[src/rtl/chan_scan_mux_pkg.sv]
// Shared mode encodings and auto-scan state type for the channel scan mux.
package chan_scan_pkg;

    localparam logic MODE_MANUAL = 1'b0;
    localparam logic MODE_AUTO   = 1'b1;

    typedef enum logic [1:0] {
        IDLE  = 2'd0,
        COUNT = 2'd1,
        WAIT  = 2'd2
    } scan_state_e;

endpackage

[src/rtl/chan_scan_mux_dwell_counter.sv]
// Dwell counter: 1-cycle registered count, clear has priority over increment.
// Terminal is combinational (count == dwell); no backpressure of its own.
module dwell_counter #(
    parameter int DW_W = 16
) (
    input  logic            clk,
    input  logic            rst_n,
    input  logic            clr,
    input  logic            inc,
    input  logic [DW_W-1:0] dwell,
    output logic            terminal
);

    logic [DW_W-1:0] count_q;
    logic [DW_W-1:0] count_d;

    always_comb begin
        count_d = count_q;
        if (clr) begin
            count_d = '0;
        end else if (inc) begin
            count_d = count_q + DW_W'(1);
        end
    end

    always_ff @(posedge clk or negedge rst_n) begin
        if (!rst_n) begin
            count_q <= '0;
        end else begin
            count_q <= count_d;
        end
    end

    assign terminal = (count_q == dwell);

endmodule

[src/rtl/chan_scan_mux.sv]
// N-way channel selector, manual or auto-scan; sample lands on out_* 1 cycle after issue.
// Output register holds while out_valid & !out_ready; issue only when the slot frees.
module chan_scan_mux
    import chan_scan_pkg::*;
#(
    parameter int NCH   = 13,
    parameter int W     = 1,
    parameter int SEL_W = 4,
    parameter int DW_W  = 16
) (
    input  logic             clk,
    input  logic             rst_n,
    input  logic [NCH*W-1:0] ch_data,
    input  logic             mode,
    input  logic             en,
    input  logic [SEL_W-1:0] sel_in,
    input  logic             sel_load,
    input  logic [DW_W-1:0]  dwell,
    output logic [W-1:0]     out_data,
    output logic [SEL_W-1:0] out_ch,
    output logic             out_valid,
    input  logic             out_ready,
    output logic             sel_err
);

    scan_state_e      state_q, state_d;
    logic [SEL_W-1:0] cur_ch_q, cur_ch_d;
    logic [W-1:0]     out_data_q, out_data_d;
    logic [SEL_W-1:0] out_ch_q, out_ch_d;
    logic             out_valid_q, out_valid_d;
    logic             sel_err_q, sel_err_d;

    logic             slot_free;
    logic             auto_on;
    logic             sel_ok;
    logic             issue;
    logic             advance;
    logic             cnt_clr;
    logic             cnt_inc;
    logic             cnt_term;
    logic [W-1:0]     sel_dat;
    logic [SEL_W-1:0] next_ch;

    assign slot_free = !out_valid_q || out_ready;
    assign auto_on   = en && (mode == MODE_AUTO);
    // Extra bit keeps the compare correct when 2**SEL_W == NCH.
    assign sel_ok    = ({1'b0, sel_in} < (SEL_W+1)'(NCH));
    assign next_ch   = (cur_ch_q == SEL_W'(NCH-1)) ? '0 : cur_ch_q + SEL_W'(1);

    always_comb begin
        sel_dat = '0;
        for (int k = 0; k < NCH; k++) begin
            if (cur_ch_q == SEL_W'(k)) begin
                sel_dat = ch_data[k*W +: W];
            end
        end
    end

    dwell_counter #(
        .DW_W (DW_W)
    ) u_dwell (
        .clk      (clk),
        .rst_n    (rst_n),
        .clr      (cnt_clr),
        .inc      (cnt_inc),
        .dwell    (dwell),
        .terminal (cnt_term)
    );

    always_comb begin
        state_d  = state_q;
        cur_ch_d = cur_ch_q;
        issue    = 1'b0;
        advance  = 1'b0;
        cnt_clr  = 1'b0;
        cnt_inc  = 1'b0;

        if (!auto_on) begin
            // Leaving auto (en low or manual mode) always restarts the dwell.
            state_d = IDLE;
            cnt_clr = 1'b1;
            issue   = en && (mode == MODE_MANUAL) && slot_free;
        end else begin
            case (state_q)
                IDLE: begin
                    state_d = COUNT;
                    cnt_clr = 1'b1;
                end
                COUNT: begin
                    if (cnt_term) begin
                        if (slot_free) begin
                            issue   = 1'b1;
                            advance = 1'b1;
                            cnt_clr = 1'b1;
                        end else begin
                            state_d = WAIT;
                        end
                    end else begin
                        cnt_inc = 1'b1;
                    end
                end
                WAIT: begin
                    if (slot_free) begin
                        issue   = 1'b1;
                        advance = 1'b1;
                        cnt_clr = 1'b1;
                        state_d = COUNT;
                    end
                end
                default: begin
                    state_d = IDLE;
                    cnt_clr = 1'b1;
                end
            endcase
        end

        if (advance) begin
            cur_ch_d = next_ch;
        end
        if (sel_load && sel_ok) begin
            cur_ch_d = sel_in;
            cnt_clr  = 1'b1;
        end
    end

    always_comb begin
        out_data_d  = out_data_q;
        out_ch_d    = out_ch_q;
        out_valid_d = out_valid_q;
        sel_err_d   = sel_load && !sel_ok;
        if (issue) begin
            out_data_d  = sel_dat;
            out_ch_d    = cur_ch_q;
            out_valid_d = 1'b1;
        end else if (out_ready) begin
            out_valid_d = 1'b0;
        end
    end

    always_ff @(posedge clk or negedge rst_n) begin
        if (!rst_n) begin
            state_q     <= IDLE;
            cur_ch_q    <= '0;
            out_data_q  <= '0;
            out_ch_q    <= '0;
            out_valid_q <= 1'b0;
            sel_err_q   <= 1'b0;
        end else begin
            state_q     <= state_d;
            cur_ch_q    <= cur_ch_d;
            out_data_q  <= out_data_d;
            out_ch_q    <= out_ch_d;
            out_valid_q <= out_valid_d;
            sel_err_q   <= sel_err_d;
        end
    end

    assign out_data  = out_data_q;
    assign out_ch    = out_ch_q;
    assign out_valid = out_valid_q;
    assign sel_err   = sel_err_q;

endmodule

[config.mk]
export PLATFORM = sky130hd
export DESIGN_NAME = chan_scan_mux
export DESIGN_NICKNAME = d
export VERILOG_FILES = /design/src/rtl/chan_scan_mux_pkg.sv /design/src/rtl/chan_scan_mux_dwell_counter.sv /design/src/rtl/chan_scan_mux.sv
export SDC_FILE = /design/constraint.sdc
export NUM_CORES = 1
export LEC_CHECK = 0
export BUFFER_PORTS_ARGS = -buffer_cell sky130_fd_sc_hd__buf_2
export CAP_MARGIN = 10
export CORE_MARGIN = 1
export CORE_UTILIZATION = 34
export CTS_BUF_LIST = sky130_fd_sc_hd__clkbuf_4 sky130_fd_sc_hd__clkbuf_8
export CTS_CLUSTER_DIAMETER = 80
export DETAILED_ROUTE_END_ITERATION = 10
export PLACE_DENSITY_LB_ADDON = 0.15
export SYNTH_ARGS = -nofsm -noshare
export SYNTH_HDL_FRONTEND = slang
export SYNTH_HIERARCHICAL = 1
export SYNTH_SLANG_ARGS = --single-unit
[constraint.sdc]
create_clock -name clk -period 8.5 [get_ports clk]
set_input_delay 1.275 -clock clk [delete_from_list [all_inputs] [get_ports clk]]
set_output_delay 1.275 -clock clk [all_outputs]
set_load 0.05 [all_outputs]
==> flow_metrics.py <==
metrics = {
    "sta": {
        "slew_viol_final": 0,
        "skew_ns": 0.00375,
        "worst_pin_slew_ns": 0.804,
        "min_period_over_period_pct": 48.0,
        "finalCriticalPeriod_ns": 4.08,
        "slew_headroom_pct": 46.2,
        "grt_setup_unrepaired": "no",
        "hold_viol_final": 0,
        "setup_violations": 0,
        "max_freq_ghz": 0.245,
        "final.setup.tns_ns": 0,
    },
    "place": {
        "gp_congestion": 0.764,
        "dp_hpwl_um": 3220,
        "portBuffers": 45,
        "dp_cells": 312,
    },
    "synth": {
        "ys.flop_type": "dfrtp_1",
        "syn_area_per_cell_um2": 9.59,
        "synthAdderAreaFrac_pct": 5.81,
        "synthCells": 202,
        "netlist_top_cells_area": "dfrtp_1 (37%), xnor2_1 (11%), ha_1 (5.8%), nor2_1 (4.5%), nand2_1 (2.7%)",
        "syn-num-nets": 250,
        "yosysWarnings": 6,
        "synth_top_cell_area_share_pct": 37.5,
        "yosys.area_share.simple_pct": 24.2,
        "synth_top_family_by_area": "simple AND/OR/NAND/NOR gates",
        "synth.distinct_cells": 49,
        "async_flop_share_pct": 100,
        "synth_compound_area_share_pct": 11.7,
        "seq_area_frac_synth_pct": 37.5,
        "ys_seq_elements": 29,
        "synth.area.mux_share_pct": 4.01,
        "netlist_area_um2": 1940,
        "synthXorXnorAreaFrac_pct": 12.7,
        "synth_edf_count": 0,
        "yosysTopAreaCell": "dfrtp_1",
    },
    "worst_setup_path": {
        "rr_startpoint": "u_dwell/count_q[9]$_DFFE_PN0P_",
        "critPathLaunchType": "input port",
        "critPathMaxFanout": 19,
        "critPathKind": "in2reg",
        "cp.required_ns": 8.67,
        "crit_arrival_ns": 4.25,
        "end_kind": "flop",
        "cp-startpoint": "dwell[6]",
    },
    "layout": {
        "fin_nets": 295,
        "syn_to_final_growth_pct": 18.9,
        "seqCellArea_um2": 726,
        "layout_common_cells": "buf_2 (45), dfrtp_1 (29), xnor2_1 (24)",
        "drive_above_1_share_pct": 28.2,
        "final_common_cell": "buf_2",
        "multi_input_area_um2": 1130,
        "diodes": 0,
        "stdcell_count": 320,
        "fillerInstances": 565,
    },
    "floorplanning": {
        "die_height_um": 77.5,
        "die_area_um2": 6000,
        "core_area_um2": 5510,
        "std_cell_rows": 27,
        "die_w_um": 77.5,
        "io_pins": 46,
        "start_util_pct": 35.2,
    },
    "job": {
        "max_cap_violations": 0,
    },
    "global_routing": {
        "grt_start_max_net_pins": 30,
        "grt_overflow_total": 0,
        "grt_usage_pct": 15.6,
        "grt_pass1_vias": 1534,
        "antenna_found_initial": 0,
        "grt_pass1_wl_um": 7270,
    },
    "clocking": {
        "cts_resized": 0,
        "cts_setup_buffers": 0,
        "cts_buffer_depth": 2,
        "htreeDepth": 2,
        "clockRootBuffer": "clkbuf_8",
        "clkSinkCount": 29,
        "numCtsBuffers": 5,
        "cts_tree": "yes",
        "postCtsHoldBufs": 0,
        "worst_skew_pair.late_latency_ns": 0.28,
        "clk_pin_slew_worst_paths_ns": 0.07,
    },
    "drt": {
        "via_per_inst": 4.94,
        "vias": 1580,
        "drt_iter0_markers": 76,
        "post_drt_wl_per_cell_um": 13.3,
        "drtAntennaViolNets": 0,
        "drtPass1Iterations": 4,
        "wl_um": 4260,
        "drcViolationCount": 0,
    },
    "pwr": {
        "total_leakage_power_nw": 0.994,
        "vdd_drop_max_mv": 0.0916,
        "power_mw": 0.345,
        "power_density_nw_per_um2": 150,
    },
    "min_path": {
        "hp-class": "reg2reg",
        "hold_start": "out_ch[1]$_DFFE_PN0P_",
    },
    "outcome": {
        "status": "finished, final reports clean",
    },
}
==> final timing paths <==
path | slack (ns) | cells past startpoint | endpoint
max in group asynchronous | 7.04 | 1 | out_data$_DFFE_PN0P_
min reg2reg | 0.48 | 2 | out_ch[1]$_DFFE_PN0P_
max reg2reg | 5.02 | 10 | u_dwell/count_q[14]$_DFFE_PN0P_
max | 4.42 | 11 | u_dwell/count_q[14]$_DFFE_PN0P_
min in group asynchronous | 1.02 | 1 | u_dwell/count_q[5]$_DFFE_PN0P_
min | 0.48 | 2 | out_ch[1]$_DFFE_PN0P_
==> cell families (layout without fill, tap and decap cells) <==
family                   after synthesis  count (layout)
buffers and inverters                 18              64
flip-flops                            29              29
XOR/XNOR                              28              28
AO/OA/AOI/OAI                         32              32
AND/OR/NAND/NOR                       79              79
adder cells (fa/ha/maj)                9               9
multiplexers                           7               7
==> cell usage after synthesis (all sizes together), types with 5 or more instances <==
library cell and number:
dfrtp 29, nor2 24, xnor2 24, nand2 15, a21oi 10, inv 10, ha 9, nand4 9
o21ai 9, buf 6, nor4 5
==> worst max-delay path, stage by stage <==
cell	delay [ns]
buf_2	0.11
xnor2_1	0.16
nand4_1	0.11
nor4_1	0.67
a21oi_2	0.19
nor2_4	0.17
nand3b_1	0.61
o211ai_1	0.30
nor4_4	0.25
nand3_2	0.11
mux2_4	0.30
==> area by class of cell <==
type                            count  share of cell area [%]
Timing Repair Buffer               46                    10.1
Sequential cell                    29                    31.5
Clock inverter                      3                   0.760
Inverter                           10                    1.63
Multi-Input combinational cell    155                    49.1
Clock buffer                        5                    2.99
Tap cell                           72                    3.91
==> sequential cells by signal, indices dropped and copies added (netlist names) <==
signal,count
u_dwell/count_q,16
cur_ch_q,4
out_ch,4
state_q,2
out_data,1
out_valid,1
sel_err,1
==> per-layer routing <==
layer	track usage, %	vias up	routed length, um
li1	-	799	-
met1	19.9	732	2100
met2	25.6	45	1900
met3	4.94	4	230
met4	3.40	0	30
met5	0	-	0
==> power by group <==
| part | switching [mW] | internal [mW] |
|---|---|---|
| Combinational | 0.0491 | 0.0282 |
| Clock | 0.0576 | 0.0564 |
| Sequential | 0.00699 | 0.146 |
| Total | 0.114 | 0.231 |
==> through the flow <==
step / cell area (um2) / hold slack [ns] / util (%) / setup WS, ns
after floorplan: 1940 / 0.530 / - / 5.08
after global placement: 2220 / 0.473 / 40.3 / 4.16
after detailed placement: 2220 / 0.477 / 40.3 / 4.05
after CTS: 2300 / 0.492 / 41.8 / 4.35
after global routing: 2300 / 0.510 / 41.8 / 4.14
final: 2300 / 0.483 / 41.8 / 4.42
No activity file was read; power rests on OpenSTA's default activity.
